**config.mk**
```make
export PLATFORM = sky130hd
export DESIGN_NAME = alu_decode_mdu
export DESIGN_NICKNAME = d
export VERILOG_FILES = /design/src/rtl/alu_decode_mdu_pkg.sv /design/src/rtl/alu_decode_mdu_iter.sv /design/src/rtl/alu_decode_mdu.sv
export SDC_FILE = /design/constraint.sdc
export NUM_CORES = 1
export LEC_CHECK = 0
export ABC_AREA = 1
export ABC_CLOCK_PERIOD_IN_PS = 2760
export CELL_PAD_IN_SITES_DETAIL_PLACEMENT = 1
export CELL_PAD_IN_SITES_GLOBAL_PLACEMENT = 1
export CORE_MARGIN = 8
export CORE_UTILIZATION = 30
export DETAILED_ROUTE_END_ITERATION = 16
export GPL_ROUTABILITY_DRIVEN = 1
export PLACE_DENSITY_LB_ADDON = 0.25
export SLEW_MARGIN = 15
export SYNTH_ARGS = -nofsm -noshare
export SYNTH_HDL_FRONTEND = slang
export SYNTH_SLANG_ARGS = --single-unit
```
**constraint.sdc**
```tcl
create_clock -name clk -period 2.76 [get_ports clk]
set_clock_uncertainty 0.2 [all_clocks]
set_input_delay 0.552 -clock clk [delete_from_list [all_inputs] [get_ports clk]]
set_output_delay 0.552 -clock clk [all_outputs]
set_load 0.02 [all_outputs]
```
**src/rtl/alu_decode_mdu_pkg.sv**
```systemverilog
// Shared types for the ALU decoder and its iterative multiply/divide unit.
// Holds ALU control codes, M-op encoding, MDU state encoding and funct7 constants.
package alu_pkg;

    typedef enum logic [3:0] {
        ALU_ADD   = 4'b0000,
        ALU_SUB   = 4'b0001,
        ALU_AND   = 4'b0010,
        ALU_OR    = 4'b0011,
        ALU_XOR   = 4'b0100,
        ALU_SLT   = 4'b0101,
        ALU_SLL   = 4'b0110,
        ALU_SLTU  = 4'b0111,
        ALU_SRL   = 4'b1000,
        ALU_SRA   = 4'b1001,
        ALU_PASSB = 4'b1010
    } alu_ctrl_t;

    typedef enum logic [2:0] {
        MDU_MUL    = 3'b000,
        MDU_MULH   = 3'b001,
        MDU_MULHSU = 3'b010,
        MDU_MULHU  = 3'b011,
        MDU_DIV    = 3'b100,
        MDU_DIVU   = 3'b101,
        MDU_REM    = 3'b110,
        MDU_REMU   = 3'b111
    } mdu_op_t;

    typedef enum logic [1:0] {
        MDU_IDLE = 2'b00,
        MDU_CALC = 2'b01,
        MDU_DONE = 2'b10
    } mdu_state_t;

    localparam logic [6:0] FUNCT7_BASE   = 7'b0000000;
    localparam logic [6:0] FUNCT7_ALT    = 7'b0100000;
    localparam logic [6:0] FUNCT7_MULDIV = 7'b0000001;

    function automatic logic op_is_div(input mdu_op_t op);
        return op[2];
    endfunction

    function automatic logic op_signed_a(input mdu_op_t op);
        return (op == MDU_MUL) || (op == MDU_MULH) || (op == MDU_MULHSU) ||
               (op == MDU_DIV) || (op == MDU_REM);
    endfunction

    function automatic logic op_signed_b(input mdu_op_t op);
        return (op == MDU_MUL) || (op == MDU_MULH) || (op == MDU_DIV) || (op == MDU_REM);
    endfunction

endpackage

```
**src/rtl/alu_decode_mdu_iter.sv**
```systemverilog
// Iterative RV32M unit: magnitude shift-add multiply / restoring divide, sign fixed up at the end.
// Latency: start accepted at edge E, done asserted in the cycle after edge E+XLEN+1.
// Backpressure: none; start is ignored outside IDLE, flush returns to IDLE on the next edge.
module mdu_iter
    import alu_pkg::*;
#(
    parameter int XLEN = 32
) (
    input  logic            clk,
    input  logic            rst_n,
    input  logic            start,
    input  logic            flush,
    input  mdu_op_t         op,
    input  logic [XLEN-1:0] a,
    input  logic [XLEN-1:0] b,
    output logic            busy,
    output logic            done,
    output logic [XLEN-1:0] result
);

    localparam int CW = $clog2(XLEN + 1);
    localparam logic [CW-1:0] LAST = CW'(XLEN);

    mdu_state_t      state, state_nx;
    logic [CW-1:0]   count;
    mdu_op_t         op_q;
    logic [XLEN-1:0] mag_a, mag_b, hi, lo;
    logic            res_neg, rem_neg, div_zero;

    logic            a_neg, b_neg;
    logic [XLEN-1:0] a_abs, b_abs;
    logic [XLEN:0]   mul_sum, div_r;
    logic            div_ge;
    logic [XLEN-1:0] div_diff;
    logic [2*XLEN-1:0] prod;
    logic [XLEN-1:0] quo, rem, fin;

    always_comb begin
        state_nx = state;
        if (flush) begin
            state_nx = MDU_IDLE;
        end else begin
            case (state)
                MDU_IDLE: if (start) state_nx = MDU_CALC;
                MDU_CALC: if (count == LAST) state_nx = MDU_DONE;
                default:  state_nx = MDU_IDLE;
            endcase
        end
    end

    always_comb begin
        a_neg = op_signed_a(op) & a[XLEN-1];
        b_neg = op_signed_b(op) & b[XLEN-1];
        a_abs = a_neg ? -a : a;
        b_abs = b_neg ? -b : b;
    end

    // {hi,lo} is the product register for multiply and {remainder,quotient} for divide.
    always_comb begin
        mul_sum  = {1'b0, hi} + (lo[0] ? {1'b0, mag_a} : {(XLEN+1){1'b0}});
        div_r    = {hi, lo[XLEN-1]};
        div_ge   = div_r >= {1'b0, mag_b};
        div_diff = div_r[XLEN-1:0] - mag_b;
    end

    always_comb begin
        prod = {hi, lo};
        if (res_neg) prod = -prod;
        quo = res_neg ? -lo : lo;
        if (div_zero) quo = '1;
        rem = div_zero ? mag_a : hi;
        if (rem_neg) rem = -rem;
        case (op_q)
            MDU_MUL:                        fin = prod[XLEN-1:0];
            MDU_MULH, MDU_MULHSU, MDU_MULHU: fin = prod[2*XLEN-1:XLEN];
            MDU_DIV, MDU_DIVU:              fin = quo;
            default:                        fin = rem;
        endcase
    end

    always_ff @(posedge clk) begin
        if (!rst_n) begin
            state    <= MDU_IDLE;
            count    <= '0;
            op_q     <= MDU_MUL;
            mag_a    <= '0;
            mag_b    <= '0;
            hi       <= '0;
            lo       <= '0;
            res_neg  <= 1'b0;
            rem_neg  <= 1'b0;
            div_zero <= 1'b0;
            result   <= '0;
        end else begin
            state <= state_nx;
            if (flush) begin
                count <= '0;
            end else begin
                case (state)
                    MDU_IDLE: if (start) begin
                        op_q     <= op;
                        mag_a    <= a_abs;
                        mag_b    <= b_abs;
                        hi       <= '0;
                        lo       <= op_is_div(op) ? a_abs : b_abs;
                        res_neg  <= a_neg ^ b_neg;
                        rem_neg  <= a_neg;
                        div_zero <= (b == '0);
                        count    <= '0;
                    end
                    MDU_CALC: begin
                        if (count != LAST) begin
                            count <= count + 1'b1;
                            if (op_is_div(op_q)) begin
                                hi <= div_ge ? div_diff : div_r[XLEN-1:0];
                                lo <= {lo[XLEN-2:0], div_ge};
                            end else begin
                                hi <= mul_sum[XLEN:1];
                                lo <= {mul_sum[0], lo[XLEN-1:1]};
                            end
                        end else begin
                            result <= fin;
                        end
                    end
                    default: ;
                endcase
            end
        end
    end

    assign busy = (state == MDU_CALC);
    assign done = (state == MDU_DONE) & ~flush;

endmodule

```
**src/rtl/alu_decode_mdu.sv**
```systemverilog
// ALU control decode for single-cycle ops plus RV32M dispatch to the iterative unit.
// Latency: decode is combinational; M-op result pulses XLEN+1 cycles after the accept edge.
// Backpressure: stall holds the core while an M-op is requested or computing; flush drops it at once.
module alu_decode_mdu
    import alu_pkg::*;
#(
    parameter int XLEN   = 32,
    parameter bit MDU_EN = 1'b1
) (
    input  logic            clk,
    input  logic            rst_n,
    input  logic            in_valid,
    input  logic [1:0]      aluop,
    input  logic            op5,
    input  logic [2:0]      funct3,
    input  logic [6:0]      funct7,
    input  logic            flush,
    input  logic [XLEN-1:0] rs1,
    input  logic [XLEN-1:0] rs2,
    output logic [3:0]      alu_ctrl,
    output logic            illegal,
    output logic            stall,
    output logic            mdu_valid,
    output logic [XLEN-1:0] mdu_result
);

    alu_ctrl_t ctrl;
    logic      f7_legal, mdu_req, busy, done;

    assign f7_legal = (funct7 == FUNCT7_BASE) ||
                      ((funct7 == FUNCT7_ALT) && ((funct3 == 3'b000) || (funct3 == 3'b101))) ||
                      ((funct7 == FUNCT7_MULDIV) && MDU_EN);

    always_comb begin
        ctrl    = ALU_ADD;
        illegal = 1'b0;
        case (aluop)
            2'b00: ctrl = ALU_ADD;
            2'b01: ctrl = ALU_SUB;
            2'b11: ctrl = ALU_PASSB;
            default: begin
                case (funct3)
                    3'b000:  ctrl = (op5 && funct7[5]) ? ALU_SUB : ALU_ADD;
                    3'b001:  ctrl = ALU_SLL;
                    3'b010:  ctrl = ALU_SLT;
                    3'b011:  ctrl = ALU_SLTU;
                    3'b100:  ctrl = ALU_XOR;
                    3'b101:  ctrl = funct7[5] ? ALU_SRA : ALU_SRL;
                    3'b110:  ctrl = ALU_OR;
                    default: ctrl = ALU_AND;
                endcase
                if (op5 && !f7_legal) begin
                    illegal = 1'b1;
                    ctrl    = ALU_ADD;
                end
            end
        endcase
    end

    assign alu_ctrl = ctrl;
    assign mdu_req  = in_valid && (aluop == 2'b10) && op5 && (funct7 == FUNCT7_MULDIV) && MDU_EN;

    mdu_iter #(.XLEN(XLEN)) u_mdu (
        .clk    (clk),
        .rst_n  (rst_n),
        .start  (mdu_req),
        .flush  (flush),
        .op     (mdu_op_t'(funct3)),
        .a      (rs1),
        .b      (rs2),
        .busy   (busy),
        .done   (done),
        .result (mdu_result)
    );

    // A request seen while DONE is the instruction just retiring, so it must not stall.
    assign stall     = ~flush & (busy | (mdu_req & ~done));
    assign mdu_valid = done;

endmodule

```
==> impl_metrics.env, run 1 <==
export IMPL_hold_violations=0
export IMPL_hold_buffers=0
export IMPL_yosysWarnings=0
export IMPL_synth_cells=3617
export IMPL_critPathMaxStageDelay_ps=410
export IMPL_crit_fanout=2
export IMPL_grt_overflow_total=0
export IMPL_synth_simple_area_share_pct=44.5
export IMPL_p_per_area_mw_per_mm2=235
export IMPL_critPathTopFamily="simple AND/OR/NAND/NOR gates"
export IMPL_finalWirelength_mm=99.2
export IMPL_outcome="finished, final reports clean"
export IMPL_netlist_area_mm2=0.0193
export IMPL_relSlewSlack_pct=58.1
export IMPL_critPathSlowestCell="clkdlybuf4s50_1"
export IMPL_synth_compound_area_share_pct=15.8
export IMPL_grt_usage_pct=26.2
export IMPL_die_h_um=270
export IMPL_vias=25557
export IMPL_grt_pass1_wl_mm=149
export IMPL_row_count=93
export IMPL_drv_cap=0
export IMPL_ys_ff_latch=174
export IMPL_core_mm2=0.0641
export IMPL_synthMuxAreaShare_pct=0
export IMPL_worst_slew_pin_slew_ps=623
export IMPL_worst_setup_path_start_kind="primary input"
export IMPL_drc=0
export IMPL_area_growth_pct=36.6
export IMPL_synth_adder_area_share_pct=4.74
export IMPL_max_freq_ghz=0.370
export IMPL_antenna_found_initial=2
export IMPL_worstSetupEndpointType="output pin"
export IMPL_cts_buffers=17
export IMPL_synth_top_family_by_area="simple AND/OR/NAND/NOR gates"
export IMPL_rsz0062_at_grt="yes"
export IMPL_die_w_um=270
export IMPL_first_pass_iters=5
export IMPL_grt_max_degree=96
export IMPL_cts_path_max_buffers=2
export IMPL_viasPerCell=5.12
export IMPL_finalMaxSlewViolations=0
export IMPL_worst_path_buf_inv=2
export IMPL_place_ws_ps=-579
export IMPL_n_fill_cell=8815
export IMPL_syn_num_nets=3770
export IMPL_drtIter0Drc=1711
export IMPL_ys_types=48
export IMPL_root_buffer="clkbuf_16"
export IMPL_synthArstFlopShare_pct=0
export IMPL_synth_xor_area_share_pct=2.95
export IMPL_synth_flop_cell="dfxtp_1"
export IMPL_clk_latency_ps=490
export IMPL_ant_nets=0
export IMPL_setup_slack_ps=53.9
export IMPL_cts_sinks=174
export IMPL_clk_pin_slew_ps=70
export IMPL_port_buffers=119
export IMPL_placed_area_mm2=0.0249
export IMPL_crit_arrival_ps=1950
export IMPL_grt_pass1_vias=25356
export IMPL_io_pins=120
export IMPL_leakage_uw=0.0139
export IMPL_crit_type="in2out"
export IMPL_dpl_hpwl_mm=83.4
export IMPL_synth_edf_count=0
export IMPL_cp_data_required_time_ps=2010
export IMPL_htree_num_levels=4
export IMPL_setup_viol=0
export IMPL_fin_area_mm2=0.0264
export IMPL_tns_ps=0
export IMPL_wire_per_inst_um=19.9
export IMPL_seq_area_frac_synth_pct=18.0
export IMPL_gp_congestion=0.974
export IMPL_initial_utilization_pct=30.1
export IMPL_layout_nets=4279
export IMPL_tritoncts="done"
export IMPL_hp_class="reg2reg"
export IMPL_dieArea_mm2=0.0728
export IMPL_drive_above_1_share_pct=18.1
export IMPL_syn_area_per_cell_um2=5.34
export IMPL_finalCritPeriodShare_pct=98.0
export IMPL_path_cells="clkdlybuf4s50_1 > nor3_2 > nand4_1 > nand3b_1 > a211oi_2 > buf_4"
export IMPL_vdd_drop_max_mv=0.407
export IMPL_antenna_cells=0
export IMPL_period_needed_ps=2710
## per-layer routing
layer / GRT usage, % / vias up / wire length, um
met5: 0 / - / 20
met4: 9.72 / 4 / 3740
met3: 3.31 / 155 / 5050
met2: 42.0 / 657 / 44400
met1: 35.6 / 12192 / 45900
li1: - / 12549 / -
## sequential cells by signal, indices dropped and copies added, names as in the netlist
signal          cells
u_mdu.op_q          3
u_mdu.hi           32
u_mdu.rem_neg       1
u_mdu.state         2
u_mdu.count         6
u_mdu.mag_a        32
u_mdu.mag_b        32
u_mdu.div_zero      1
u_mdu.lo           32
u_mdu.res_neg       1
u_mdu.result       32
## area by class of cell
class                      instances  area [um2]  share of cell area (%)
sequential                       174        3490                    13.2
tap                              855        1070                    4.05
multi-input combinational       2740       13900                    52.9
clock inverter                    15         189                   0.716
inverter                         577        2170                    8.21
timing repair buffer             616        5090                    19.3
clock buffer                      17         425                    1.61
## final timing paths
kind	start	to	slack [ps]	cells after the start
worst max-delay path	funct7[3]	stall	50	6
worst min-delay path	u_mdu.mag_b[3]	u_mdu.mag_b[3]	270	2
worst max register to register	u_mdu.mag_b[30]	u_mdu.hi[8]	70	16
worst min register to register	u_mdu.mag_b[3]	u_mdu.mag_b[3]	270	2
## report_power, final
| group | switching, uW | internal, uW | total [uW] |
|---|---|---|---|
| logic | 568 | 464 | 1030 |
| clock network | 1270 | 1380 | 2650 |
| registers | 0.658 | 2510 | 2510 |
| total | 1840 | 4350 | 6190 |
## worst min-delay path: stages (launching register included)
cell and delay (ps):
dfxtp_1 300, inv_1 60, a21oi_1 60
## logic make-up after synthesis
logic type / after synthesis
adder cells (fa/ha/maj): 72
XOR/XNOR: 65
flip-flops: 174
AND/OR/NAND/NOR: 2053
AO/OA/AOI/OAI: 550
buffers and inverters: 703
## stage by stage
step                      total power [uW]  std cells  hold slack [ps]  utilization, %
final                                 6190       4994              265            41.1
after global routing                  6420       4994              292            41.1
after CTS                             6240       4993              270            39.9
after detailed placement              3580       4961              258            38.9
after global placement                3570       4961              248            38.9
after floorplan                       2920       3617              233               -
## timing repair
action	4_1_cts	5_1_grt
setup endpoints to repair	46	69
setup buffers	0	1
pin swaps	4	16
resized for setup	55	179
## synth_stat cells, types with 13 or more instances
| library cell | number | share of area, % |
|---|---|---|
| ha_1 | 70 | 4.5 |
| a31oi_1 | 14 | 0.45 |
| o211ai_1 | 47 | 1.8 |
| buf_1 | 13 | 0.25 |
| nor3_1 | 28 | 0.73 |
| nor2_1 | 412 | 8.0 |
| inv_1 | 567 | 11 |
| clkbuf_1 | 81 | 1.6 |
| dfxtp_1 | 174 | 18 |
| a21oi_1 | 201 | 5.2 |
| o21ai_0 | 220 | 5.7 |
| nand4_1 | 61 | 2.0 |
| buf_2 | 24 | 0.62 |
| nand2_1 | 1091 | 21 |
| nand3_1 | 402 | 10 |
| xor2_1 | 57 | 2.6 |
| or2_2 | 16 | 0.52 |
| a21boi_0 | 19 | 0.74 |
## placed cells by master (no fill, tap or decap), types with 5 or more instances in the layout
cell type and instances:
a31oi_1 14, clkbuf_16 17, o211ai_1 47, ha_1 41, clkinv_1 5, nand2_1 1045
inv_6 5, dfxtp_1 167, nor2_4 12, nand2_2 46, nand3_1 387, o21bai_1 10
dfxtp_2 6, a21oi_2 19, a21boi_0 16, a22oi_1 6, xor2_1 56, o21ai_0 212
a211oi_1 8, nor2_1 374, o21ai_1 15, or2_2 16, buf_4 485, clkdlybuf4s50_1 107
inv_1 562, nor3_1 25, nand3b_1 12, nand3_2 17, a21oi_1 182, xnor2_1 8
ha_4 25, nor2_2 37, inv_2 10, nand4_1 61, buf_12 14
No activity file was read; power rests on OpenSTA's default activity.
==> run 2, diff against run 1 <==
--- a/config.mk
+++ b/config.mk
@@ -6,10 +6,10 @@
 export NUM_CORES = 1
 export LEC_CHECK = 0
 export ABC_AREA = 1
-export ABC_CLOCK_PERIOD_IN_PS = 2760
+export ABC_CLOCK_PERIOD_IN_PS = 2900
 export CELL_PAD_IN_SITES_DETAIL_PLACEMENT = 1
 export CELL_PAD_IN_SITES_GLOBAL_PLACEMENT = 1
-export CORE_MARGIN = 8
+export CORE_MARGIN = 2
 export CORE_UTILIZATION = 30
 export DETAILED_ROUTE_END_ITERATION = 16
 export GPL_ROUTABILITY_DRIVEN = 1
==> constraint.sdc (replaced) <==
create_clock -name clk -period 2.9 [get_ports clk]
set_clock_uncertainty 0.2 [all_clocks]
set_input_delay 0.58 -clock clk [delete_from_list [all_inputs] [get_ports clk]]
set_output_delay 0.58 -clock clk [all_outputs]
set_load 0.1 [all_outputs]
==> impl_metrics.env, run 2 (synthesized netlist as in run 1, its figures left out) <==
export IMPL_grt_pass1_wl_mm=147
export IMPL_crit_type="in2out"
export IMPL_row_count=93
export IMPL_hold_violations=0
export IMPL_leakage_uw=0.0133
export IMPL_grt_pass1_vias=24355
export IMPL_root_buffer="clkbuf_16"
export IMPL_area_growth_pct=28.6
export IMPL_gp_congestion=0.958
export IMPL_htree_num_levels=4
export IMPL_p_int_uw=4080
export IMPL_cts_path_max_buffers=2
export IMPL_drv_cap=0
export IMPL_wire_per_inst_um=20.2
export IMPL_die_w_um=258
export IMPL_worst_setup_path_start_kind="primary input"
export IMPL_initial_utilization_pct=30.2
export IMPL_drtIter0Drc=1806
export IMPL_finalCritPeriodShare_pct=96.4
export IMPL_pwr_share_clk_pct=42.6
export IMPL_hold_slack_ps=262
export IMPL_cp_data_required_time_ps=2120
export IMPL_p_sw_uw=1770
export IMPL_layout_nets=4145
export IMPL_setup_viol=0
export IMPL_antenna_cells=0
export IMPL_hp_class="reg2reg"
export IMPL_cts_buffers=17
export IMPL_clk_latency_ps=510
export IMPL_clk_pin_slew_ps=80
export IMPL_combPwrFrac_pct=16.5
export IMPL_grt_max_degree=96
export IMPL_core_mm2=0.0640
export IMPL_tns_ps=0
export IMPL_max_freq_ghz=0.358
export IMPL_worst_slew_pin_slew_ps=685
export IMPL_layout_commonest_cell="nand2_1"
export IMPL_most_common_layout_cells="nand2_1 (1,077), inv_1 (565), nand3_1 (397), nor2_1 (393), buf_4 (373)"
export IMPL_die_h_um=258
export IMPL_first_pass_iters=6
export IMPL_finalWirelength_mm=98.4
export IMPL_vdd_drop_max_mv=0.457
export IMPL_viasPerCell=5.16
export IMPL_tritoncts="done"
export IMPL_outcome="finished, final reports clean"
export IMPL_dpl_hpwl_mm=82.8
export IMPL_io_pins=120
export IMPL_cts_sinks=174
export IMPL_ant_nets=0
export IMPL_crit_arrival_ps=2020
export IMPL_dieArea_mm2=0.0664
export IMPL_relSlewSlack_pct=53.9
export IMPL_drive_above_1_share_pct=13.4
export IMPL_grt_overflow_total=0
export IMPL_drc=0
export IMPL_seqPwrFrac_pct=40.8
export IMPL_rsz0062_at_grt="yes"
export IMPL_antenna_found_initial=1
export IMPL_grt_usage_pct=29.0
export IMPL_crit_fanout=2
export IMPL_vias=25087
export IMPL_hold_buffers=0
export IMPL_port_buffers=119
export IMPL_period_needed_ps=2800
export IMPL_n_fill_cell=8935
export IMPL_finalMaxSlewViolations=0
export IMPL_p_sw_share_pct=30.2
export IMPL_worstSetupEndpointType="output pin"
export IMPL_p_per_area_mw_per_mm2=235
==> run 2: changes by cell type in the layout (fill, tap and decap cells not counted), sizes merged, moves of 2 or more <==
cell	change
clkbuf	+3
clkinvlp	+2
buf	-102
inv	-3
clkdlybuf4s50	-38
dlymetal6s2s	+2
==> run 2: worst paths after layout <==
kind	startpoint	endpoint	slack [ps]	cells past startpoint
setup / recovery	funct7[5]	alu_ctrl[1]	100	9
hold / removal	u_mdu.mag_b[4]	u_mdu.mag_b[4]	260	2
setup reg to reg	u_mdu.lo[0]	u_mdu.hi[23]	110	14
hold reg to reg	u_mdu.mag_b[4]	u_mdu.mag_b[4]	260	2
==> run 2: per-stage QoR <==
stage          area [um2]  power [uW]  utilization, %  worst slack (ps)  cells
6_report            24800        5840            38.8               103   4859
5_1_grt             24800        6020            38.8             -26.6   4859
4_1_cts             24600        5890            38.5              20.5   4855
3_5_place_dp        24000        3390            37.5              -289   4824
3_3_place_gp        24000        3390            37.5              -290   4824
2_1_floorplan       19400        2810               -              -245   3617
==> run 2: what timing repair did <==
item / in CTS / in global routing
pin swaps: 8 / 11
setup buffers: 1 / 3
endpoints found under the setup margin: 7 / 48
resized for setup: 19 / 58
gates cloned: 0 / 1
==> run 2: layout make-up <==
class                      count  area, um2  area share [%]
clock buffer                  18        429            1.73
timing repair buffer         482       4150            16.7
tap                          855       1070            4.31
inverter                     577       2170            8.72
clock inverter                13        153           0.615
multi-input combinational   2740      13400            53.9
sequential                   174       3490            14.1
==> run 2: worst max-delay path: stages <==
cell and delay (ps):
clkdlybuf4s50_1 420, inv_1 110, nand4_1 120, buf_4 170, nand3_4 100, buf_6 120
nand2_4 50, a21oi_4 170, buf_12 190
==> run 2: power by group through the flow <==
stage / clock (uW) / combinational [uW] / sequential, uW
floorplan: 0 / 366 / 2440
global placement: 0 / 943 / 2440
detailed placement: 0 / 951 / 2440
CTS: 2540 / 957 / 2390
global route: 2610 / 1030 / 2390
finish: 2490 / 966 / 2390
==> run 2: metal layers <==
layer / vias to the layer above / wire length, um / share of wire [%] / track usage [%]
met4: 0 / 2930 / 3.0 / 9.43
met5: - / 0 / 0 / 0
met2: 639 / 45000 / 46 / 47.9
met1: 12011 / 45500 / 46 / 39.2
li1: 12312 / - / - / -
met3: 125 / 4890 / 5.0 / 3.25
==> run 3, diff against run 2 <==
--- a/config.mk
+++ b/config.mk
@@ -13,6 +13,7 @@
 export CORE_UTILIZATION = 30
 export DETAILED_ROUTE_END_ITERATION = 16
 export GPL_ROUTABILITY_DRIVEN = 1
+export MAX_ROUTING_LAYER = met4
 export PLACE_DENSITY_LB_ADDON = 0.25
 export SLEW_MARGIN = 15
 export SYNTH_ARGS = -nofsm -noshare
==> impl_metrics.env, run 3 (synthesized netlist as in run 1, its figures left out) <==
export IMPL_hold_end="u_mdu.result[22]"
export IMPL_dieArea_mm2=0.0664
export IMPL_drv_cap=0
export IMPL_antenna_found_initial=0
export IMPL_drc=0
export IMPL_grt_pass1_wl_mm=148
export IMPL_setup_slack_ps=103
export IMPL_root_buffer="clkbuf_16"
export IMPL_layout_nets=4151
export IMPL_finalPower_uw=5910
export IMPL_initial_utilization_pct=30.2
export IMPL_core_mm2=0.0640
export IMPL_period_needed_ps=2800
export IMPL_clk_latency_ps=510
export IMPL_critPathSlowestCell="dfxtp_1"
export IMPL_final_seq_area_mm2=0.00349
export IMPL_outcome="finished, final reports clean"
export IMPL_r2r_slack_ps=100
export IMPL_hold_slack_ps=270
export IMPL_hp_start="u_mdu.result[22]"
export IMPL_relSlewSlack_pct=57.4
export IMPL_port_buffers=119
export IMPL_crit_fanout=23
export IMPL_die_w_um=258
export IMPL_worst_slew_pin_slew_ps=632
export IMPL_grt_pass1_vias=24135
export IMPL_gp_congestion=0.975
export IMPL_ant_nets=0
export IMPL_dpl_hpwl_mm=83.2
export IMPL_worst_path_most_repeated_cell="nand2_1"
export IMPL_finalMaxSlewViolations=0
export IMPL_max_freq_ghz=0.358
export IMPL_critPathTopFamily="simple AND/OR/NAND/NOR gates"
export IMPL_place_ws_ps=-344
export IMPL_drive_above_1_share_pct=14.0
export IMPL_htree_num_levels=4
export IMPL_p_int_uw=4170
export IMPL_p_sw_share_pct=29.4
export IMPL_setup_viol=0
export IMPL_crit_type="reg2reg"
export IMPL_row_count=93
export IMPL_whs_path_depth=2
export IMPL_grt_max_degree=96
export IMPL_most_common_layout_cells="nand2_1 (1,076), inv_1 (565), nand3_1 (393), nor2_1 (388), buf_4 (380)"
export IMPL_cp_data_required_time_ps=3090
export IMPL_finalCritPeriodShare_pct=96.4
export IMPL_tritoncts="done"
export IMPL_antenna_cells=0
export IMPL_die_h_um=258
export IMPL_multi_input_area_mm2=0.0135
export IMPL_hp_class="reg2reg"
export IMPL_cts_buffers=17
export IMPL_crit_arrival_ps=2990
export IMPL_layout_commonest_cell="nand2_1"
export IMPL_leakage_uw=0.0133
export IMPL_cts_path_max_buffers=2
export IMPL_hold_violations=0
export IMPL_r2r_cells=16
export IMPL_tns_ps=0
export IMPL_critPathMaxStageDelay_ps=330
export IMPL_path_cells="buf_12 > inv_2 > buf_4 > nand2_1 > nand2_1 > nand2_1 > nor2_1 > nand2_1 > nor2_1 > nand3_1 > nand2_1 > nand2_1 > nand2_1 > nand3_1 > nand2_2 > a21oi_1"
export IMPL_cts_sinks=174
export IMPL_grt_overflow_total=0
export IMPL_r2r_end="u_mdu.result[27]"
export IMPL_io_pins=120
export IMPL_n_fill_cell=8848
export IMPL_vdd_drop_max_mv=0.398
export IMPL_viasPerCell=5.12
export IMPL_finalWirelength_mm=98.7
export IMPL_seqPwrFrac_pct=40.4
export IMPL_p_sw_uw=1740
export IMPL_area_growth_pct=29.3
export IMPL_combPwrFrac_pct=16.2
export IMPL_p_per_area_mw_per_mm2=237
export IMPL_drtIter0Drc=1759
export IMPL_pwr_share_clk_pct=43.4
export IMPL_first_pass_iters=5
export IMPL_grt_usage_pct=30.0
export IMPL_wire_per_inst_um=20.3
export IMPL_clk_pin_slew_ps=80
export IMPL_worst_setup_path_start_kind="flip-flop"
export IMPL_timing_rr_start="u_mdu.div_zero"
export IMPL_vias=24919
export IMPL_worst_path_buf_inv=3
export IMPL_worstSetupEndpointType="flip-flop"
## run 3: cell count changes in the layout (fill, tap and decap cells not counted), sizes merged
cell | previous run | this run
buf | 402 | 408
clkinv | 8 | 6
bufinv | 2 | 3
dlygate4sd2 | 4 | 6
clkinvlp | 2 | 3
dlymetal6s2s | 4 | 3
## run 3: worst max-delay path by stage
stage | startpoint | end | slack (ps) | cells past startpoint
after floorplan | funct7[1] | stall | -240 | 4
after global placement | funct7[1] | u_mdu.mag_a[16] | -290 | 11
after detailed placement | funct7[1] | u_mdu.mag_a[16] | -340 | 11
after CTS | aluop[1] | stall | -30 | 8
after global routing | u_mdu.lo[0] | u_mdu.hi[26] | -5 | 18
final | u_mdu.div_zero | u_mdu.result[27] | 100 | 16
## run 3: area by class of cell
type	count	area share [%]
multi-input combinational	2740	53.9
timing repair buffer	488	16.8
sequential	174	14.0
inverter	577	8.67
tap	855	4.28
clock buffer	19	1.73
clock inverter	13	0.701
## run 3: repair_timing
item	in CTS	in global routing
cloned	0	1
resized for setup	16	76
pin swaps	7	13
endpoints found under the setup margin	10	46
buffers inserted	3	2
endpoints found under the hold margin	0	0
hold buffers	0	0
## run 3: power by group through the flow
stage / sequential, uW / combinational (uW) / clock, uW
finish: 2390 / 959 / 2560
floorplan: 2440 / 366 / 0
detailed placement: 2440 / 947 / 0
global placement: 2440 / 938 / 0
CTS: 2390 / 952 / 2600
global route: 2390 / 1020 / 2670
## run 3: worst min-delay path, stage by stage (launching register included)
cell and delay (ps):
dfxtp_1 310, nand2_1 60, a21oi_1 50
## run 3: metrics by stage
stage          instance area, um2  utilization, %  instances
4_1_cts                     24700            38.6       4863
5_1_grt                     25000            39.0       4866
2_1_floorplan               19400               -       3617
3_5_place_dp                24000            37.6       4829
6_report                    25000            39.0       4866
3_3_place_gp                24000            37.6       4829
## run 3: layer usage
layer / track usage, % / vias up / wire length [um]
met4: 8.04 / 0 / 2430
met3: 2.42 / 94 / 4220
met1: 40.4 / 11956 / 46800
li1: - / 12297 / -
met5: - / - / 0
met2: 48.3 / 572 / 45200
